--- src/rtl/slot_burst_tx_pkg.sv ---
// Shared widths, the stored slot layout and the transmitter state type
// for the slot-buffering write path.
package slot_burst_tx_pkg;

    localparam int PDATA_WIDTH    = 32;
    localparam int PCOMPLETE_DATA = 16;
    localparam int PID_WIDTH      = 4;
    localparam int PLENGTH_WIDTH  = 8;
    localparam int PADDR_WIDTH    = 32;
    localparam int PUSER_WIDTH    = 4;

    localparam int PBEAT_BYTES = PDATA_WIDTH / 8;
    localparam int MAX_BEATS   = PCOMPLETE_DATA / PBEAT_BYTES;
    localparam int BEAT_IDX_W  = (MAX_BEATS > 1) ? $clog2(MAX_BEATS) : 1;

    // One complete write transaction: address phase plus the whole payload,
    // byte 0 in the least significant bits of data/strb.
    typedef struct packed {
        logic [PID_WIDTH-1:0]        awid;
        logic [PADDR_WIDTH-1:0]      awaddr;
        logic [PLENGTH_WIDTH-1:0]    awlen;
        logic [2:0]                  awsize;
        logic [1:0]                  awburst;
        logic [PUSER_WIDTH-1:0]      awuser;
        logic [PCOMPLETE_DATA*8-1:0] data;
        logic [PCOMPLETE_DATA-1:0]   strb;
    } spec_slot;

    typedef enum logic [1:0] {
        IDLE,
        ADDR,
        DATA
    } tx_state_t;

    // Index of the final beat actually sent: bursts longer than the slot
    // payload are cut at the last stored beat.
    function automatic logic [PLENGTH_WIDTH:0] eff_len_of(input logic [PLENGTH_WIDTH-1:0] awlen);
        if (awlen > PLENGTH_WIDTH'(MAX_BEATS - 1)) begin
            return (PLENGTH_WIDTH + 1)'(MAX_BEATS - 1);
        end
        return {1'b0, awlen};
    endfunction

endpackage

--- src/rtl/slot_burst_tx_if.sv ---
// AXI write address and write data channels, split into separate modports
// so a block can own one channel without the other.
interface axi_if;
    import slot_burst_tx_pkg::*;

    logic                     awvalid;
    logic                     awready;
    logic [PID_WIDTH-1:0]     awid;
    logic [PADDR_WIDTH-1:0]   awaddr;
    logic [PLENGTH_WIDTH-1:0] awlen;
    logic [2:0]               awsize;
    logic [1:0]               awburst;
    logic [PUSER_WIDTH-1:0]   awuser;

    logic                     wvalid;
    logic                     wready;
    logic [PDATA_WIDTH-1:0]   wdata;
    logic [PBEAT_BYTES-1:0]   wstrb;
    logic                     wlast;

    modport master_add (
        output awvalid, awid, awaddr, awlen, awsize, awburst, awuser,
        input  awready
    );

    modport master_data (
        output wvalid, wdata, wstrb, wlast,
        input  wready
    );

    modport slave_add (
        input  awvalid, awid, awaddr, awlen, awsize, awburst, awuser,
        output awready
    );

    modport slave_data (
        input  wvalid, wdata, wstrb, wlast,
        output wready
    );

endinterface

--- src/rtl/slot_burst_tx.sv ---
// Replays one stored slot as an AXI write burst: address phase first, then
// the stored data beats, re-arming tran_ready after the last beat is taken.
module slot_burst_tx
    import slot_burst_tx_pkg::*;
(
    input  logic      clk,
    input  logic      rst_n,
    input  logic      tran_valid,
    input  spec_slot  in_slot,
    output logic      tran_ready,
    output logic      len_err,
    axi_if.master_add  m_add,
    axi_if.master_data m_data
);

    tx_state_t              state_q;
    tx_state_t              state_d;
    spec_slot               slot_q;
    logic [PLENGTH_WIDTH:0] beat_q;
    logic [PLENGTH_WIDTH:0] eff_len;
    logic [BEAT_IDX_W-1:0]  beat_idx;
    logic                   accept;
    logic                   awvalid;
    logic                   wvalid;
    logic                   wlast;

    assign eff_len  = eff_len_of(slot_q.awlen);
    // beat_q never exceeds eff_len while a beat is presented, so the low bits suffice
    assign beat_idx = beat_q[BEAT_IDX_W-1:0];
    assign accept   = tran_valid & tran_ready;

    // Next-state and handshake outputs from the current phase
    always_comb begin
        state_d    = state_q;
        tran_ready = 1'b0;
        awvalid    = 1'b0;
        wvalid     = 1'b0;
        wlast      = 1'b0;
        case (state_q)
            IDLE: begin
                tran_ready = 1'b1;
                if (tran_valid) state_d = ADDR;
            end
            ADDR: begin
                awvalid = 1'b1;
                if (m_add.awready) state_d = DATA;
            end
            DATA: begin
                wvalid = 1'b1;
                wlast  = (beat_q == eff_len);
                if (m_data.wready && wlast) state_d = IDLE;
            end
            default: state_d = IDLE;
        endcase
    end

    // Phase register
    always_ff @(posedge clk or negedge rst_n) begin
        if (!rst_n) state_q <= IDLE;
        else        state_q <= state_d;
    end

    // Slot capture, beat counter and over-length flag
    always_ff @(posedge clk or negedge rst_n) begin
        if (!rst_n) begin
            slot_q  <= '0;
            beat_q  <= '0;
            len_err <= 1'b0;
        end else begin
            len_err <= accept && (in_slot.awlen > PLENGTH_WIDTH'(MAX_BEATS - 1));
            if (accept) begin
                slot_q <= in_slot;
                beat_q <= '0;
            end else if (wvalid && m_data.wready) begin
                beat_q <= beat_q + 1'b1;
            end
        end
    end

    assign m_add.awvalid = awvalid;
    assign m_add.awid    = slot_q.awid;
    assign m_add.awaddr  = slot_q.awaddr;
    assign m_add.awlen   = slot_q.awlen;
    assign m_add.awsize  = slot_q.awsize;
    assign m_add.awburst = slot_q.awburst;
    assign m_add.awuser  = slot_q.awuser;

    assign m_data.wvalid = wvalid;
    assign m_data.wlast  = wlast;
    assign m_data.wdata  = slot_q.data[beat_idx*PDATA_WIDTH +: PDATA_WIDTH];
    assign m_data.wstrb  = slot_q.strb[beat_idx*PBEAT_BYTES +: PBEAT_BYTES];

endmodule

--- src/flat_wrapper.sv ---
// flat-port wrapper written by rule: the top's interface ports become plain ports
module slot_burst_tx_flat import slot_burst_tx_pkg::*;
  (clk, rst_n, tran_valid, in_slot, tran_ready, len_err, m_add_awvalid, m_add_awid, m_add_awaddr, m_add_awlen, m_add_awsize, m_add_awburst, m_add_awuser, m_add_awready, m_data_wvalid, m_data_wdata, m_data_wstrb, m_data_wlast, m_data_wready);
  axi_if m_add_i ();
  axi_if m_data_i ();
  input  logic clk;
  input  logic rst_n;
  input  logic tran_valid;
  input  spec_slot in_slot;
  output logic tran_ready;
  output logic len_err;
  output wire logic [$bits(m_add_i.awvalid)-1:0] m_add_awvalid;
  output wire logic [$bits(m_add_i.awid)-1:0] m_add_awid;
  output wire logic [$bits(m_add_i.awaddr)-1:0] m_add_awaddr;
  output wire logic [$bits(m_add_i.awlen)-1:0] m_add_awlen;
  output wire logic [$bits(m_add_i.awsize)-1:0] m_add_awsize;
  output wire logic [$bits(m_add_i.awburst)-1:0] m_add_awburst;
  output wire logic [$bits(m_add_i.awuser)-1:0] m_add_awuser;
  input wire logic [$bits(m_add_i.awready)-1:0] m_add_awready;
  output wire logic [$bits(m_data_i.wvalid)-1:0] m_data_wvalid;
  output wire logic [$bits(m_data_i.wdata)-1:0] m_data_wdata;
  output wire logic [$bits(m_data_i.wstrb)-1:0] m_data_wstrb;
  output wire logic [$bits(m_data_i.wlast)-1:0] m_data_wlast;
  input wire logic [$bits(m_data_i.wready)-1:0] m_data_wready;
  assign m_add_awvalid = m_add_i.awvalid;
  assign m_add_awid = m_add_i.awid;
  assign m_add_awaddr = m_add_i.awaddr;
  assign m_add_awlen = m_add_i.awlen;
  assign m_add_awsize = m_add_i.awsize;
  assign m_add_awburst = m_add_i.awburst;
  assign m_add_awuser = m_add_i.awuser;
  assign m_add_i.awready = m_add_awready;
  assign m_data_wvalid = m_data_i.wvalid;
  assign m_data_wdata = m_data_i.wdata;
  assign m_data_wstrb = m_data_i.wstrb;
  assign m_data_wlast = m_data_i.wlast;
  assign m_data_i.wready = m_data_wready;
  slot_burst_tx u_core (.clk(clk), .rst_n(rst_n), .tran_valid(tran_valid), .in_slot(in_slot), .tran_ready(tran_ready), .len_err(len_err), .m_add(m_add_i), .m_data(m_data_i));
endmodule
--- config.mk ---
export PLATFORM = sky130hd
export DESIGN_NAME = slot_burst_tx_flat
export DESIGN_NICKNAME = d
export VERILOG_FILES = /design/src/rtl/slot_burst_tx_pkg.sv /design/src/rtl/slot_burst_tx_if.sv /design/src/rtl/slot_burst_tx.sv /design/src/flat_wrapper.sv
export SDC_FILE = /design/constraint.sdc
export NUM_CORES = 1
export LEC_CHECK = 0
export BUFFER_PORTS_ARGS = -buffer_cell sky130_fd_sc_hd__buf_2
export CORE_ASPECT_RATIO = 2
export CORE_MARGIN = 2
export CORE_UTILIZATION = 46
export CTS_CLUSTER_SIZE = 40
export DETAILED_ROUTE_END_ITERATION = 8
export HOLD_SLACK_MARGIN = 0.1
export PLACE_DENSITY = 0.76
export SYNTH_ARGS = -nofsm -noshare
export SYNTH_HDL_FRONTEND = slang
export SYNTH_SLANG_ARGS = --single-unit
--- constraint.sdc ---
create_clock -name clk -period 1.3 [get_ports clk]
set_input_delay 0 -clock clk [delete_from_list [all_inputs] [get_ports clk]]
set_output_delay 0 -clock clk [all_outputs]
set_load 0.01 [all_outputs]
==> impl_metrics.env, run 1 <==
export IMPL_grt_first_pass_wirelength_um=63600
export IMPL_synth_cell_types=33
export IMPL_cap_violations=0
export IMPL_antenna_found_initial=5
export IMPL_cts_sink_count=209
export IMPL_slew_violations=0
export IMPL_fillers=629
export IMPL_rr_worst_depth=11
export IMPL_fin_skew_ns=0.0246
export IMPL_fin_tns_setup_ns=-99.65
export IMPL_gp_congestion=0.816
export IMPL_cp_end_kind="output port"
export IMPL_clock_path_buffers=3
export IMPL_track_usage_pct=39.0
export IMPL_ys_flop_type="dfrtp_1"
export IMPL_hold_violations=0
export IMPL_ys_async_sr_fraction_pct=100
export IMPL_cts_max_level=1
export IMPL_hold_class="in2reg"
export IMPL_wl_per_cell_um=28.7
export IMPL_coreArea_mm2=0.0198
export IMPL_fin_area_mm2=0.0183
export IMPL_syn_nets=1206
export IMPL_num_nets_final=1777
export IMPL_ir_drop_v=0.00198
export IMPL_status="finished with violations"
export IMPL_clk_pin_slew_worst_paths_ns=0.07
export IMPL_total_power_w=0.0445
export IMPL_synth_top_area_share_pct=56.5
export IMPL_multi_input_area_mm2=0.00560
export IMPL_hold_path_depth=5
export IMPL_syn_area_mm2=0.00926
export IMPL_ys_ff_latch=209
export IMPL_clk_latency_ns=0.52
export IMPL_viasPerCell=5.98
export IMPL_ios=296
export IMPL_cts_tree="built"
export IMPL_crit_path_max_fanout=2
export IMPL_drive_above_1_share_pct=63.4
export IMPL_drt_pre_antenna_iters=5
export IMPL_grt_ovfl_total=0
export IMPL_area_growth_pct=97.7
export IMPL_timing_final_ws_setup_ns=-0.920
export IMPL_fp_dieH_um=205
export IMPL_synthTopCellsByArea="dfrtp_1, nand2_1, mux4_2, buf_4, buf_2"
export IMPL_rows=73
export IMPL_max_freq_mhz=451
export IMPL_yosys_top_cells_count="nand2_1, dfrtp_1, buf_4"
export IMPL_dpl_hpwl_um=17200
export IMPL_ant_nets=0
export IMPL_grt_max_degree=47
export IMPL_regArea_mm2=0.00523
export IMPL_worst_slew_pin_slew_ns=0.431
export IMPL_required_ns=1.30
export IMPL_grt_pass1_vias=11500
export IMPL_ys_warn_count=0
export IMPL_synthCells=1003
export IMPL_drc=0
export IMPL_setup_viol=249
export IMPL_routed_wl_um=53300
export IMPL_dr_total_vias=11100
export IMPL_power_density_mw_per_mm2=2430
export IMPL_finalCritPeriodShare_pct=171
export IMPL_placed_area_mm2=0.0111
export IMPL_postSynthAreaPerCell_um2=9.23
export IMPL_power_leakage_nw=9.36
export IMPL_violations="setup timing"
export IMPL_slew_headroom_pct=71.2
export IMPL_dieWidth_um=104
export IMPL_yosysTopAreaCell="dfrtp_1"
export IMPL_die_area_mm2=0.0214
export IMPL_start_util_pct=46.7
export IMPL_tritoncts_num_buffers=20
export IMPL_worst_setup_path_type="reg2out"
export IMPL_startpoint_type="flop"
export IMPL_root_buffer="clkbuf_16"
export IMPL_synth_most_common_cell="nand2_1"
export IMPL_synth_edff_count=0
export IMPL_synth_seq_area_share_pct=56.5
export IMPL_dr_first_iter_drc_count=988
export IMPL_numPortBuffers=295
export IMPL_finalCriticalPeriod_ns=2.22
export IMPL_cp_arrival_ns=2.22
export IMPL_rsz0062_at_grt="yes"
==> timing repair <==
item | 4_1_cts | 5_1_grt
buffers inserted | 54 | 18
pin swaps | 132 | 319
hold buffers | 201 | 1
resized for setup | 249 | 610
endpoints found under the hold margin | 411 | 2
endpoints found under the setup margin | 246 | 249
cloned | 45 | 13
==> layout make-up <==
type                       count  share of cell area, %
timing repair buffer         655                   35.3
multi-input combinational    684                   30.6
sequential                   209                   28.6
clock buffer                  27                   2.99
tap                          262                   1.79
clock inverter                 9                  0.670
inverter                       4                 0.0820
antenna                        3                 0.0410
==> cells by family (layout without fill, tap and decap cells) <==
group                    Yosys count  after routing  synth area share (%)
multiplexers                      38             38                  8.97
buffers and inverters            112            695                  7.07
flip-flops                       209            209                  56.5
XOR/XNOR                           6              6                 0.567
AO/OA/AOI/OAI                      8              8                 0.554
AND/OR/NAND/NOR                  629            631                  26.2
adder cells (fa/ha/maj)            1              1                 0.135
other                              0              3                     0
==> registers in the layout, indices dropped and copies added (netlist names), 2 cells and up <==
signal,flops
u_core.state_q,2
u_core.m_add.awsize,3
u_core.slot_q,144
u_core.m_add.awuser,4
u_core.m_add.awaddr,32
u_core.beat_q,9
u_core.m_add.awburst,2
u_core.m_add.awid,4
u_core.m_add.awlen,8
==> path summary, 6_finish.rpt <==
path / start / to / slack [ns]
worst max-delay path: u_core.m_add.awlen[5] / m_data_wlast / -0.92
worst min-delay path: tran_valid / u_core.slot_q[53] / 0.14
worst max register to register: u_core.state_q[0] / u_core.slot_q[42] / -0.58
worst min register to register: u_core.m_add.awaddr[29] / u_core.m_add.awaddr[29] / 0.48
max in group asynchronous: rst_n / u_core.slot_q[120] / 0.11
min in group asynchronous: rst_n / u_core.slot_q[80] / 0.54
==> layer usage <==
metal | GRT usage, % | wire, um
met4 | 28.3 | 6220
met2 | 70.0 | 26500
met1 | 39.0 | 15400
met3 | 8.91 | 5140
met5 | 0 | 24
==> worst max-delay path: stages, from the launching register on <==
cell and delay [ns]:
dfrtp_1 0.41, nor4_4 0.31, nand3_1 0.15, a2bb2oi_2 0.19, nor4b_4 0.42, buf_2 0.23
==> metrics by stage <==
step	hold slack, ns	setup slack (ns)	std cells	util, %
final	0.140	-0.920	1853	92.4
after global routing	0.141	-0.989	1853	92.4
after CTS	0.113	-0.706	1847	82.2
after detailed placement	-0.0206	-0.394	1512	56.0
after global placement	-0.0245	-0.290	1512	56.0
after floorplan	-0.296	-0.201	1003	-
==> report_power, final <==
part | internal, W | switching [W]
clock | 0.00358 | 0.00279
combinational | 0.0124 | 0.0127
sequential | 0.00950 | 0.00355
==> cell usage in the layout, fill, tap and decap left out, types with 3 or more instances in the layout <==
master,n
buf_12,40
buf_16,34
buf_2,266
buf_4,31
buf_6,53
buf_8,17
bufinv_16,3
clkbuf_1,6
clkbuf_16,32
clkinv_2,5
dfrtp_1,207
diode_2,3
dlygate4sd3_1,202
mux4_2,36
nand2_1,138
nand2_2,284
nand2_4,171
nand2_8,3
nor2_1,4
nor2_2,3
nor2_4,5
o21ai_2,3
xnor2_1,3
No activity file was read; power rests on OpenSTA's default activity.
==> inputs of run 2 (changes only) <==
--- a/config.mk
+++ b/config.mk
@@ -8,11 +8,12 @@
 export BUFFER_PORTS_ARGS = -buffer_cell sky130_fd_sc_hd__buf_2
 export CORE_ASPECT_RATIO = 2
 export CORE_MARGIN = 2
-export CORE_UTILIZATION = 46
+export CORE_UTILIZATION = 40
 export CTS_CLUSTER_SIZE = 40
 export DETAILED_ROUTE_END_ITERATION = 8
 export HOLD_SLACK_MARGIN = 0.1
-export PLACE_DENSITY = 0.76
+export PLACE_DENSITY = 0.68
+export SETUP_SLACK_MARGIN = 0.3
 export SYNTH_ARGS = -nofsm -noshare
 export SYNTH_HDL_FRONTEND = slang
 export SYNTH_SLANG_ARGS = --single-unit
==> run 2 against run 1 <==
The run still ends with setup timing left. First-iteration DRC count shrank 29%. Worst setup slack improved by 0.18 ns. Clock power fell by 4.1%. Sequential power down 4%. Die area grew 15%. Combinational power is 3% higher. Count of clock-buffer cells in the layout is 5 higher. Clock skew decreased by 0.0087 ns. Critical path depth did not move. Sequential cell count stayed put. Largest cell class unchanged. Largest power group unchanged. Highest routed layer is now met4.
==> impl_metrics.env, run 2 (synthesis gave the netlist of run 1 again) <==
export IMPL_status="finished with violations"
export IMPL_violations="setup timing"
export IMPL_worst_setup_path_type="reg2out"
export IMPL_crit_path_max_fanout=2
export IMPL_dieWidth_um=112
export IMPL_cp_arrival_ns=2.04
export IMPL_cpPeakStageDelay_ns=0.40
export IMPL_layout_commonest_cell="nand2_2"
export IMPL_antenna_found_initial=7
export IMPL_cap_violations=0
export IMPL_viasPerCell=5.51
export IMPL_cts_sink_count=209
export IMPL_grt_max_degree=45
export IMPL_wl_per_cell_um=24.7
export IMPL_rsz0062_at_grt="yes"
export IMPL_slew_violations=0
export IMPL_drive_above_1_share_pct=63.6
export IMPL_hold_class="in2reg"
export IMPL_clock_path_buffers=3
export IMPL_rows=78
export IMPL_grtUsageMet1_pct=31.9
export IMPL_ir_drop_v=0.00190
export IMPL_start_util_pct=40.7
export IMPL_finalCriticalPeriod_ns=2.04
export IMPL_clk_pin_slew_worst_paths_ns=0.07
export IMPL_postCtsHoldBufs=200
export IMPL_drc=0
export IMPL_root_buffer="clkbuf_16"
export IMPL_grt_busiest_layer="met2"
export IMPL_grt_first_pass_wirelength_um=58600
export IMPL_track_usage_pct=31.0
export IMPL_dpl_hpwl_um=17900
export IMPL_die_area_mm2=0.0245
export IMPL_slowest_stage="dfrtp_1"
export IMPL_cts_tree="built"
export IMPL_cp_end_kind="output port"
export IMPL_power_density_mw_per_mm2=2360
export IMPL_hold_violations=0
export IMPL_setup_viol=250
export IMPL_fp_dieH_um=219
export IMPL_area_growth_pct=104
export IMPL_drt_pre_antenna_iters=5
export IMPL_dr_first_iter_drc_count=702
export IMPL_clk_latency_ns=0.50
export IMPL_fin_util_pct=83.1
export IMPL_routed_wl_um=47300
export IMPL_ant_nets=0
export IMPL_max_freq_mhz=489
export IMPL_worst_slew_pin_slew_ns=0.488
export IMPL_regArea_mm2=0.00524
export IMPL_coreArea_mm2=0.0227
export IMPL_startpoint_type="flop"
export IMPL_final_cell_mix="nand2_2, buf_2, dfrtp_1"
export IMPL_grt_pass1_vias=11000
export IMPL_ios=296
export IMPL_met3_usage_pct=4.53
export IMPL_power_leakage_nw=9.62
export IMPL_largest_reg_flops=144
export IMPL_cts_max_level=1
export IMPL_tritoncts_num_buffers=20
export IMPL_multi_input_area_mm2=0.00565
export IMPL_gp_congestion=0.835
export IMPL_fin_skew_ns=0.0159
export IMPL_slew_headroom_pct=67.5
export IMPL_top_register="u_core.slot_q"
export IMPL_required_ns=1.30
export IMPL_numPortBuffers=295
export IMPL_path_cells="nor4_1, nand2_1, buf_4, nor4b_2, buf_2"
export IMPL_num_nets_final=1815
export IMPL_grt_ovfl_total=0
export IMPL_dr_total_vias=10500
export IMPL_fillers=1021
export IMPL_fin_tns_setup_ns=-94.68
export IMPL_timing_final_ws_setup_ns=-0.744
export IMPL_use_met2_pct=57.8
export IMPL_finalCritPeriodShare_pct=157
==> run 2: cell count changes in the layout (fill, tap and decap cells not counted), moves of 8 or more <==
cell,before,now
buf_2,266,252
nand2_1,138,150
buf_4,31,57
buf_6,53,73
buf_16,34,42
buf_12,40,48
clkbuf_16,32,24
nand2_2,284,256
nand2_4,171,186
==> run 2: worst paths after layout <==
| path | start | to | slack, ns | depth (start not counted) |
|---|---|---|---|---|
| min | tran_valid | u_core.state_q[0] | 0.05 | 3 |
| max | u_core.beat_q[2] | m_data_wlast | -0.74 | 5 |
| max in group asynchronous | rst_n | u_core.slot_q[46] | 0.65 | 3 |
| min reg2reg | u_core.slot_q[118] | u_core.slot_q[118] | 0.48 | 2 |
| max reg2reg | u_core.state_q[0] | u_core.state_q[1] | -0.44 | 6 |
| min in group asynchronous | rst_n | u_core.beat_q[4] | 0.06 | 2 |
==> run 2: metal layers <==
| layer | part of all wire [%] | vias up | routed length, um |
|---|---|---|---|
| met3 | 5.9 | 323 | 2800 |
| met2 | 54 | 703 | 25500 |
| li1 | - | 4359 | - |
| met1 | 31 | 5161 | 14500 |
| met4 | 9.6 | 0 | 4570 |
| met5 | 0 | - | 0 |
==> run 2: layout make-up <==
| class | instances | area share [%] |
|---|---|---|
| antenna | 8 | 0.106 |
| clock buffer | 32 | 3.26 |
| clock inverter | 4 | 0.238 |
| inverter | 4 | 0.0927 |
| multi-input combinational | 685 | 29.9 |
| sequential | 209 | 27.7 |
| tap | 280 | 1.85 |
| timing repair buffer | 692 | 36.8 |
==> run 2: repair_timing <==
| action | CTS | global route |
|---|---|---|
| endpoints found under the setup margin | 303 | 303 |
| gates cloned | 44 | 3 |
| hold endpoints to repair | 412 | 38 |
| pin swaps | 281 | 225 |
| buffers inserted | 48 | 46 |
| gates resized for setup | 339 | 504 |
==> run 2: through the flow <==
stage	cell area [um2]	hold WS (ns)	worst slack (ns)	total power, W	std cells
floorplan	9280	-0.296	-0.202	0.0187	1003
global placement	11200	-0.0118	-0.202	0.0223	1529
detailed placement	11200	-0.00488	-0.214	0.0227	1529
CTS	16600	0.0298	-0.636	0.0366	1857
global route	18900	0.0547	-0.816	0.0461	1913
finish	18900	0.0458	-0.744	0.0446	1914
==> run 2: power breakdown <==
group          internal, W  switching (W)
Sequential         0.00952        0.00310
Clock              0.00346        0.00266
Combinational       0.0137         0.0122
==> run 2: worst max-delay path, delay by kind of cell, from the launching register on <==
kind | cells | cell delay [ns]
simple gates | 3 | 0.77
buf+inv | 2 | 0.37
flops | 1 | 0.40
==> inputs of run 3 (changes only) <==
--- a/config.mk
+++ b/config.mk
@@ -13,7 +13,7 @@
 export DETAILED_ROUTE_END_ITERATION = 8
 export HOLD_SLACK_MARGIN = 0.1
 export PLACE_DENSITY = 0.68
-export SETUP_SLACK_MARGIN = 0.3
+export SETUP_SLACK_MARGIN = 0.15
 export SYNTH_ARGS = -nofsm -noshare
 export SYNTH_HDL_FRONTEND = slang
 export SYNTH_SLANG_ARGS = --single-unit
==> run 3 against run 2 <==
The flow still finishes with violations (setup timing). Maximum frequency shrank 2.2%. Clock skew down 0.0026 ns. Global-route usage grew 0.12 points. First-iteration DRC count is 18% higher. Non-clock buffer count is 35 lower. Sequential share of layout area grew 0.64 points. Clock power is essentially flat. Largest cell class unchanged. Largest power group unchanged.
==> impl_metrics.env, run 3 (synthesis gave the netlist of run 1 again) <==
export IMPL_viasPerCell=5.52
export IMPL_fin_util_pct=81.2
export IMPL_start_util_pct=40.7
export IMPL_cpPeakStageDelay_ns=0.47
export IMPL_path_cells="nor4_4, buf_4, o211ai_1, a2bb2oi_2, nor4b_2, buf_2"
export IMPL_max_freq_mhz=478
export IMPL_fin_area_mm2=0.0185
export IMPL_status="finished with violations"
export IMPL_power_leakage_nw=9.40
export IMPL_multi_input_area_mm2=0.00560
export IMPL_layout_commonest_cell="buf_2"
export IMPL_grt_pass1_vias=11100
export IMPL_instances_no_fill=1876
export IMPL_dr_first_iter_drc_count=829
export IMPL_required_ns=1.30
export IMPL_grt_max_degree=45
export IMPL_worst_slew_pin_slew_ns=0.480
export IMPL_area_growth_pct=99.4
export IMPL_cts_tree="built"
export IMPL_slew_headroom_pct=68.0
export IMPL_tritoncts_num_buffers=20
export IMPL_dpl_hpwl_um=17900
export IMPL_total_power_w=0.0431
export IMPL_setup_viol=250
export IMPL_placed_area_mm2=0.0112
export IMPL_hold_slack_ns=0.0442
export IMPL_cap_violations=0
export IMPL_crit_path_max_fanout=2
export IMPL_ant_nets=0
export IMPL_top_register="u_core.slot_q"
export IMPL_finalCritPeriodShare_pct=161
export IMPL_largest_reg_flops=144
export IMPL_root_buffer="clkbuf_16"
export IMPL_final_cell_mix="buf_2, nand2_2, dfrtp_1"
export IMPL_startpoint_type="flop"
export IMPL_regArea_mm2=0.00524
export IMPL_num_nets_final=1780
export IMPL_die_area_mm2=0.0245
export IMPL_worst_setup_path_type="reg2out"
export IMPL_coreArea_mm2=0.0227
export IMPL_rsz0062_at_grt="yes"
export IMPL_numPortBuffers=295
export IMPL_grt_ovfl_total=0
export IMPL_cts_sink_count=209
export IMPL_violations="setup timing"
export IMPL_grt_first_pass_wirelength_um=58900
export IMPL_ios=296
export IMPL_postCtsHoldBufs=201
export IMPL_dp_cells=1529
export IMPL_timing_final_ws_setup_ns=-0.791
export IMPL_antenna_found_initial=5
export IMPL_slew_violations=0
export IMPL_drc=0
export IMPL_fillers=1044
export IMPL_clock_path_buffers=3
export IMPL_drive_above_1_share_pct=62.4
export IMPL_cp_arrival_ns=2.09
export IMPL_fp_dieH_um=219
export IMPL_gp_congestion=0.835
export IMPL_wl_per_cell_um=24.0
export IMPL_finalCriticalPeriod_ns=2.09
export IMPL_drt_pre_antenna_iters=8
export IMPL_dr_total_vias=10400
export IMPL_power_density_mw_per_mm2=2330
export IMPL_cp_end_kind="output port"
export IMPL_fin_skew_ns=0.0133
export IMPL_slowest_stage="dfrtp_1"
export IMPL_clk_latency_ns=0.50
export IMPL_rr_worst_depth=6
export IMPL_ir_drop_v=0.00206
export IMPL_cts_max_level=1
export IMPL_track_usage_pct=31.1
export IMPL_dieWidth_um=112
export IMPL_hold_class="in2async"
export IMPL_hold_violations=0
export IMPL_routed_wl_um=45000
export IMPL_rows=78
export IMPL_clk_pin_slew_worst_paths_ns=0.08
==> run 3: cell types whose count changed in the layout (fill, tap and decap cells not counted), sizes merged <==
cell         previous run  this run
buf                   488       452
diode                   8         5
dlygate4sd3           200       201
==> run 3: layer usage <==
metal	GRT usage [%]	wire [um]	vias up
met5	0	0	-
met4	19.8	3930	0
met3	4.75	2550	295
met2	58.5	24600	691
met1	31.7	14000	5085
li1	-	-	4286
==> run 3: per-stage QoR <==
stage               worst slack, ns  TNS [ns]
detailed placement           -0.214    -37.63
global placement             -0.202    -36.68
floorplan                    -0.202    -23.64
finish                       -0.791    -98.28
CTS                          -0.636    -82.01
global route                 -0.944   -105.51
==> run 3: power breakdown <==
group	internal, W	switching (W)
registers	0.00952	0.00319
clock network	0.00346	0.00266
logic	0.0128	0.0115
==> run 3: layout make-up <==
class	instances	area share (%)
inverters	4	0.0813
flip-flops and latches	209	28.4
clock buffers	32	3.34
repair buffers	657	35.7
diodes	5	0.0678
multi-input cells	685	30.3
well taps	280	1.90
clock inverters	4	0.244
==> run 3: critical path, delay by kind of cell, from the launching register on <==
| family | cells | cell delay (ns) |
|---|---|---|
| flops | 1 | 0.47 |
| simple gates | 2 | 0.39 |
| compound gates | 2 | 0.39 |
| buf+inv | 2 | 0.33 |
==> run 3: final timing paths <==
path                                           endpoint                    start  slack, ns
worst max-delay path                       m_data_wlast    u_core.m_add.awlen[6]      -0.79
min in group clk                u_core.m_add.awaddr[11]               tran_valid       0.17
worst min-delay path                   u_core.beat_q[1]                    rst_n       0.04
worst max register to register        u_core.state_q[1]        u_core.state_q[0]      -0.49
worst min register to register  u_core.m_add.awaddr[14]  u_core.m_add.awaddr[14]       0.48
max in group asynchronous             u_core.slot_q[46]                    rst_n       0.68
==> run 3: what timing repair did <==
item | in CTS | in global routing
pin swaps | 281 | 214
endpoints found under the setup margin | 253 | 254
resized for setup | 339 | 467
setup buffers | 48 | 10
endpoints found under the hold margin | 412 | 37
cloned | 44 | 3
